`src/rtl/timer_mmio_responder.sv`:
```
// Down-counting timer on the Timer I/O window: CTRL/LOAD/COUNT/STATUS/PRESCALE registers,
// prescaled tick, one-shot or auto-reload expiry, and a level interrupt.
module timer_mmio_responder #(
    parameter int unsigned PRESC_W = 16,
    parameter int unsigned CNT_W   = 32
) (
    input  logic        clk,
    input  logic        rst_n,
    input  logic        memWrite_Timer,
    input  logic [31:0] io_addr,
    input  logic [31:0] wdata,
    output logic [31:0] rdata,
    output logic        irq
);

    typedef enum logic [1:0] {Idle, Run, Done} stateT;

    stateT              state;
    logic [2:0]         ctrlReg;
    logic [CNT_W-1:0]   loadReg;
    logic [CNT_W-1:0]   countReg;
    logic [PRESC_W-1:0] prescaleReg;
    logic [PRESC_W-1:0] presCnt;
    logic               expFlag;

    logic [5:0] regSel;
    logic       ctrlWr, loadWr, statWr, preWr;
    logic       tick;
    logic       unusedBits;

    assign regSel = io_addr[7:2];
    assign ctrlWr = memWrite_Timer && (regSel == 6'd0);
    assign loadWr = memWrite_Timer && (regSel == 6'd1);
    assign statWr = memWrite_Timer && (regSel == 6'd3);
    assign preWr  = memWrite_Timer && (regSel == 6'd4);
    assign tick   = (state == Run) && (presCnt == prescaleReg);
    assign unusedBits = ^{io_addr[31:8], io_addr[1:0], wdata};

    always_comb begin
        rdata = '0;
        case (regSel)
            6'd0:    rdata = {29'd0, ctrlReg};
            6'd1:    rdata = 32'(loadReg);
            6'd2:    rdata = 32'(countReg);
            6'd3:    rdata = {31'd0, expFlag};
            6'd4:    rdata = 32'(prescaleReg);
            default: rdata = '0;
        endcase
    end

    assign irq = expFlag & ctrlReg[2];

    always_ff @(posedge clk or negedge rst_n) begin
        if (!rst_n) begin
            state       <= Idle;
            ctrlReg     <= '0;
            loadReg     <= '0;
            countReg    <= '0;
            prescaleReg <= '0;
            presCnt     <= '0;
            expFlag     <= 1'b0;
        end else begin
            if (ctrlWr) ctrlReg <= wdata[2:0];
            if (loadWr) loadReg <= wdata[CNT_W-1:0];
            if (preWr) prescaleReg <= wdata[PRESC_W-1:0];
            if (statWr && wdata[0]) expFlag <= 1'b0;

            case (state)
                Idle, Done: begin
                    if (ctrlWr && wdata[0]) begin
                        countReg <= loadReg;
                        presCnt  <= '0;
                        state    <= Run;
                    end
                end
                Run: begin
                    // Stopping freezes COUNT and the prescaler, ignoring any tick this cycle.
                    if (ctrlWr && !wdata[0]) begin
                        state <= Idle;
                    end else begin
                        if (tick || preWr) presCnt <= '0;
                        else               presCnt <= presCnt + PRESC_W'(1);
                        if (tick) begin
                            if (countReg != '0) begin
                                countReg <= countReg - CNT_W'(1);
                            end else begin
                                // Placed after the W1C above so a same-cycle expiry wins.
                                expFlag <= 1'b1;
                                if (ctrlReg[1]) begin
                                    countReg <= loadReg;
                                end else if (!ctrlWr) begin
                                    ctrlReg[0] <= 1'b0;
                                    state      <= Done;
                                end
                            end
                        end
                    end
                end
                default: state <= Idle;
            endcase
        end
    end

endmodule

```
`config.mk`:
```
export PLATFORM = sky130hd
export DESIGN_NAME = timer_mmio_responder
export DESIGN_NICKNAME = d
export VERILOG_FILES = /design/src/rtl/timer_mmio_responder.sv
export SDC_FILE = /design/constraint.sdc
export NUM_CORES = 1
export LEC_CHECK = 0
export BUFFER_PORTS_ARGS = -buffer_cell sky130_fd_sc_hd__clkbuf_2
export CAP_MARGIN = 25
export CELL_PAD_IN_SITES_DETAIL_PLACEMENT = 0
export CELL_PAD_IN_SITES_GLOBAL_PLACEMENT = 2
export CORE_MARGIN = 2
export CORE_UTILIZATION = 38
export DETAILED_ROUTE_END_ITERATION = 16
export PLACE_DENSITY = 0.91
export SETUP_SLACK_MARGIN = 0.02
export SYNTH_ARGS = -nofsm -noshare
export SYNTH_HDL_FRONTEND = slang
export SYNTH_SLANG_ARGS = --single-unit
```
`constraint.sdc`:
```
create_clock -name clk -period 4.95 [get_ports clk]
set_clock_uncertainty 0.2 [all_clocks]
set_input_delay 1.2375 -clock clk [delete_from_list [all_inputs] [get_ports clk]]
set_output_delay 1.2375 -clock clk [all_outputs]
set_load 0.01 [all_outputs]
```
==> results of run 1 <==
-- logic make-up (layout without fill, tap and decap cells) --
kind of cell / count (synthesis) / count (layout) / share of synthesized area, %
xor+xnor: 24 / 24 / 3.62
flops: 102 / 102 / 44.0
buf+inv: 60 / 122 / 4.98
simple gates: 191 / 191 / 17.6
fa+ha+maj: 3 / 3 / 0.646
mux: 51 / 51 / 9.83
compound gates: 162 / 162 / 19.3
-- through the flow --
step,hold WS [ns],util (%),total power [uW],setup slack [ns]
after floorplan,0.258,-,1930,0.969
after global placement,0.295,41.7,2130,0.726
after detailed placement,0.307,41.7,2170,0.701
after CTS,0.326,43.5,2860,0.692
after global routing,0.361,43.6,3040,0.473
final,0.324,43.6,2840,0.649
-- routing by layer --
layer  GRT usage (%)  vias to the layer above  routed length (um)
met5               0                        -                   0
met4            5.11                        0                 226
met3            3.31                       17                 677
met2            32.7                      126                7480
met1            27.5                     2454                7100
li1                -                     2323                   -
-- Yosys cell counts, types with 4 or more instances --
library cell / instances / share of area (%)
a21oi_1: 35 / 3.0
a22o_1: 16 / 2.4
mux2_2: 48 / 9.3
o211ai_1: 5 / 0.65
inv_1: 25 / 1.6
dfrtp_1: 102 / 44
or4_1: 6 / 0.78
nand3_1: 27 / 2.3
nor4_1: 12 / 1.3
buf_6: 4 / 0.78
nand4_1: 7 / 0.75
nand2_1: 38 / 2.5
xor2_1: 18 / 2.7
o21ai_0: 43 / 3.7
a222oi_1: 13 / 2.2
xnor2_1: 6 / 0.90
or3_1: 4 / 0.43
nor3_1: 17 / 1.5
a22oi_1: 5 / 0.65
nor2_1: 51 / 3.3
clkbuf_1: 18 / 1.2
o21ai_1: 5 / 0.43
buf_2: 5 / 0.43
-- where the power goes --
group	internal, uW	switching (uW)	leakage [uW]	total (uW)
registers	1020	280	0.00134	1300
logic	334	528	0.00153	862
clock network	347	332	0.000134	679
total	1700	1140	0.00300	2840
-- tightest hold or removal path, delay by kind of cell (launching register included) --
family / cells / cell delay, ns
flip-flops: 1 / 0.37
AND/OR/NAND/NOR: 2 / 0.13
-- cell usage in the layout, fill, tap and decap left out, types with 6 or more instances in the layout --
cell,instances
dfrtp_1,102
clkbuf_2,72
nor2_1,51
mux2_2,48
o21ai_0,43
nand2_1,38
a21oi_1,35
nand3_1,27
inv_1,25
xor2_1,18
nor3_1,17
a22o_1,16
a222oi_1,13
nor4_1,12
buf_4,10
clkbuf_16,9
nand4_1,7
xnor2_1,6
or4_1,6
-- final timing paths --
kind | cells after the start | endpoint | from | slack (ns)
worst max-delay path | 8 | rdata[5] | io_addr[5] | 0.65
worst min-delay path | 2 | ctrlReg[2]$_DFFE_PN0N_ | ctrlReg[2]$_DFFE_PN0N_ | 0.32
worst max register to register | 7 | countReg[28]$_DFFE_PN0P_ | countReg[21]$_DFFE_PN0P_ | 1.80
worst min register to register | 2 | ctrlReg[2]$_DFFE_PN0N_ | ctrlReg[2]$_DFFE_PN0N_ | 0.32
max in group asynchronous | 2 | prescaleReg[9]$_DFFE_PN0P_ | rst_n | 2.97
min in group asynchronous | 1 | loadReg[27]$_DFFE_PN0P_ | rst_n | 0.74
-- final cells by class --
class                           count  area [um2]
Fill cell                        1494        8510
Multi-Input combinational cell    431        2980
Sequential cell                   102        2550
Timing Repair Buffer               82         435
Tap cell                          188         235
Clock buffer                        9         225
Inverter                           25        93.8
Clock inverter                      6        53.8
-- registers in the layout (all words and copies together) (netlist names) --
name / cells
ctrlReg: 3
expFlag: 1
prescaleReg: 16
state: 2
countReg: 32
loadReg: 32
presCnt: 16
==> metrics.txt, run 1 <==
status=completed; Starting Density=38.5%; Max-cap violations=0; IO Count=100; Synth Net Count=663; share of the yosys chip area belonging to registers=44.0%; H-tree depth=3; clock latency on the worst-skew pair=0.36 ns; Cells after DPL=827; Core ar.=15100 um2; Worst-path clk slew=0.08 ns; Via-to-Cell Ratio=5.84; Area Overhead vs Synth=13.3%; row cnt=45; buffers plus inverters on the worst setup path=4; Avg WL per Cell=18.4 um; fin crit share=86.9%; Leak=0.00300 uW; CP delay by family, top=buffers and inverters; CTS tree=yes; Setup CP Type=in -> out; GPL Wtd Cong=0.855; Worst-Margin Slew=0.743 ns; Root Buffer=clkbuf_16; setup TNS=0 ns; Rel. slew slack=50.4%; Post-synth ARST share=100%; Tmin final=4.30 ns; first-pass GRT wire length=25800 um; Synth cell types=69; # diodes=0; fin area=6580 um2; final hold violations=0; Max Fanout on Critical Path=31; drc violations=0; CP max stage cell=buf_4; 1st-iter DRT viols=462; Final HPWL DP=11100 um; Crit path required time=3.51 ns; PortBufs=73; EDFF count, synth=0; post-CTS sizing=0; most frequent cell on the critical path=clkbuf_2; routed via count=4920; Final setup viols=0; fin cells=843; Max stage delay on crit path=0.37 ns; Syn. warnings=0; Pins Over Slew Limit=0; clock tree buffer depth=2; fmax=232 MHz; Num Clock Sinks=102; hold-fix buffer count after cts=0; drt pass-1 iters=7; Max VDD drop=0.211 mV; ratio of cells with drive above 1 in the final layout=25.8%; die height=128 um; syn avg cell area=9.79 um2; vias in the first global route=4885; Die W=128 um; Pwr Density=432 nW/um2; antenna violations before repair=0; Cell Area, Synth=5810 um2; Synth Instances=593; Main synth FF type=dfrtp_1; placed instance area=6290 um2; total grt overflow=0; worst-path cell chain=clkbuf_2 > nor3_1 > nand2b_1 > nor3b_2 > buf_4 > a222oi_1 > inv_1 > clkbuf_2; die area=16300 um2; crit end category=primary output; pin count of the biggest net entering global routing=54; WL final=15500 um; Nets=721; RSZ-0062 raised after global routing=false; Yosys reg bits=102; GRT Total Usage=19.9%; crit start category=input pin; HP Class=reg -> reg; CP arrival=2.86 ns; Post-CTS Setup Inserts=0; TritonCTS Buffers=9; DRT antenna net count=0
Power figures use the tool's default switching activity.
==> run 2: changes to the inputs <==
--- a/config.mk
+++ b/config.mk
@@ -7,12 +7,10 @@
 export LEC_CHECK = 0
 export BUFFER_PORTS_ARGS = -buffer_cell sky130_fd_sc_hd__clkbuf_2
 export CAP_MARGIN = 25
-export CELL_PAD_IN_SITES_DETAIL_PLACEMENT = 0
-export CELL_PAD_IN_SITES_GLOBAL_PLACEMENT = 2
 export CORE_MARGIN = 2
-export CORE_UTILIZATION = 38
+export CORE_UTILIZATION = 51
 export DETAILED_ROUTE_END_ITERATION = 16
-export PLACE_DENSITY = 0.91
+export PLACE_DENSITY = 0.8
 export SETUP_SLACK_MARGIN = 0.02
 export SYNTH_ARGS = -nofsm -noshare
 export SYNTH_HDL_FRONTEND = slang
==> metrics.txt, run 2 (synthesis gave the netlist of run 1 again) <==
most frequent cell on the critical path=clkbuf_2; Final setup viols=0 (unchanged); post-CTS sizing=0 (unchanged); Avg WL per Cell=18.9 um (+2.7%); P_int=1750 uW (+2.8%); hold_sp=ctrlReg[2]$_DFFE_PN0N_; vias in the first global route=4896 (+0.23%); Num Clock Sinks=102 (unchanged); CP arrival=2.79 ns (-0.07 ns); DRT antenna net count=0 (unchanged); 1st-iter DRT viols=451 (-2.4%); RSZ-0062 raised after global routing=false; storage element area=2550 um2 (unchanged); Max stage delay on crit path=0.66 ns (+0.29 ns); CP max stage cell=and3_1; row cnt=38 (-16%); H-tree depth=3 (unchanged); crit end category=primary output; Rel. slew slack=31.6% (-19 points); most common cell after layout, fill and taps aside=dfrtp_1; TritonCTS Buffers=9 (unchanged); Net Sw Frac=39.4% (-0.70 points); clock tree buffer depth=2 (unchanged); HP Class=reg -> reg; Tmin final=4.23 ns (-0.0706 ns); Root Buffer=clkbuf_16; IO Count=100 (unchanged); clock share of power=25.2% (+1.3 points); Starting Density=52.9% (+14 points); # diodes=0 (unchanged); fin area=6520 um2 (-0.84%); Hold EP=ctrlReg[2]$_DFFE_PN0N_; GRT Total Usage=24.9% (+5.0 points); Die W=111 um (-13%); Crit path required time=3.51 ns (about the same); worst-path cell chain=clkbuf_2 > nor2_1 > and3_1 > a222oi_1 > inv_1 > clkbuf_2; final core utilization=59.4% (+16 points); Max VDD drop=0.313 mV (+48%); fmax=236 MHz (+1.7%); fin crit share=85.5% (-1.4 points); routed via count=4995 (+1.5%); Leak=0.00300 uW (-0.11%); reg2reg setup slack=1.80 ns (about the same); WHS Path Cells=2 (unchanged); Reg-to-Reg Start=countReg[23]$_DFFE_PN0P_; Nets=719 (-0.28%); final hold violations=0 (unchanged); Pwr Density=443 nW/um2 (+2.5%); die height=111 um (-13%); Worst-Margin Slew=1.02 ns (+0.278 ns); CTS tree=yes; commonest cells after routing, fill and taps aside=dfrtp_1, clkbuf_2, nor2_1; Max Fanout on Critical Path=18 (-42%); Fillers=937 (-37%); R2R cell count=7 (unchanged); Switch Pwr=1140 uW (-0.14%); total grt overflow=0 (unchanged); clock latency on the worst-skew pair=0.36 ns (about the same); Core ar.=11000 um2 (-27%); Multi-input gate area=2980 um2 (unchanged); die area=12300 um2 (-25%); placed instance area=6220 um2 (-1.1%); Pins Over Slew Limit=0 (unchanged); Max-cap violations=0 (unchanged); Gate power share=29.7% (-0.6 points); crit start category=input pin; top flop regs=countReg (32), loadReg (32); Setup CP Type=in -> out; reg-to-reg critical path endpoint=countReg[28]$_DFFE_PN0P_; first-pass GRT wire length=24900 um (-3.5%); WL final=15000 um (-3.3%); ratio of cells with drive above 1 in the final layout=25.5% (-0.27 points); setup TNS=0 ns (unchanged); Reg power frac=45.1% (-0.7 points); drt pass-1 iters=7 (unchanged); status=completed; Final HPWL DP=10500 um (-5.1%); pin count of the biggest net entering global routing=63 (+17%); drc violations=0 (unchanged); Via-to-Cell Ratio=6.29 (+7.8%); PortBufs=73 (unchanged); GPL Wtd Cong=0.893 (+4.5%); Worst-path clk slew=0.07 ns (about the same); antenna violations before repair=0 (unchanged); Area Overhead vs Synth=12.3%; Post-CTS Setup Inserts=0 (unchanged); hold-fix buffer count after cts=0 (unchanged)
-- run 2: cell count changes in the layout (fill, tap and decap cells not counted) --
| cell | before | now |
|---|---|---|
| buf_4 | 10 | 8 |
| bufinv_16 | 0 | 1 |
| clkbuf_1 | 0 | 1 |
| clkinv_2 | 0 | 1 |
| clkinv_4 | 2 | 0 |
| clkinvlp_4 | 1 | 2 |
| inv_6 | 2 | 1 |
-- run 2: per-layer routing --
layer	track usage (%)	share of wire (%)	up-vias	routed length, um
met2	41.7	50	180	7430
met5	0	0	-	0
met4	8.67	2.0	0	303
met1	32.4	42	2465	6300
li1	-	-	2321	-
met3	4.98	6.2	29	929
-- run 2: worst max path at each step --
stage | start | endpoint
after floorplan | io_addr[2] | rdata[8]
after global placement | io_addr[2] | rdata[8]
after detailed placement | io_addr[2] | rdata[8]
after CTS | io_addr[2] | rdata[8]
after global routing | io_addr[2] | rdata[8]
final | io_addr[2] | rdata[8]
-- run 2: worst max-delay path, delay by kind of cell --
kind | cells | cell delay (ns)
AO/OA/AOI/OAI | 1 | 0.24
AND/OR/NAND/NOR | 2 | 0.92
buffers and inverters | 3 | 0.39
-- run 2: cell type report --
cell class              instances  area share (%)
flip-flops and latches        102            39.1
well taps                     140            2.69
clock inverters                 6            1.07
repair buffers                 80            6.45
inverters                      25            1.44
multi-input cells             431            45.7
clock buffers                  10            3.51
-- run 2: stage by stage --
step,total power [uW],setup WS [ns],cells,hold slack (ns)
global placement,2090,0.700,778,0.300
global route,3060,0.581,794,0.355
detailed placement,2160,0.732,778,0.310
finish,2890,0.719,794,0.326
CTS,2880,0.712,794,0.325
floorplan,1930,0.969,593,0.258
-- run 2: power groups by stage --
stage / clock (uW) / sequential [uW] / combinational [uW]
2_1_floorplan: 0 / 1220 / 710
3_3_place_gp: 0 / 1290 / 802
3_5_place_dp: 0 / 1310 / 847
4_1_cts: 734 / 1290 / 852
5_1_grt: 771 / 1330 / 957
6_report: 728 / 1300 / 858
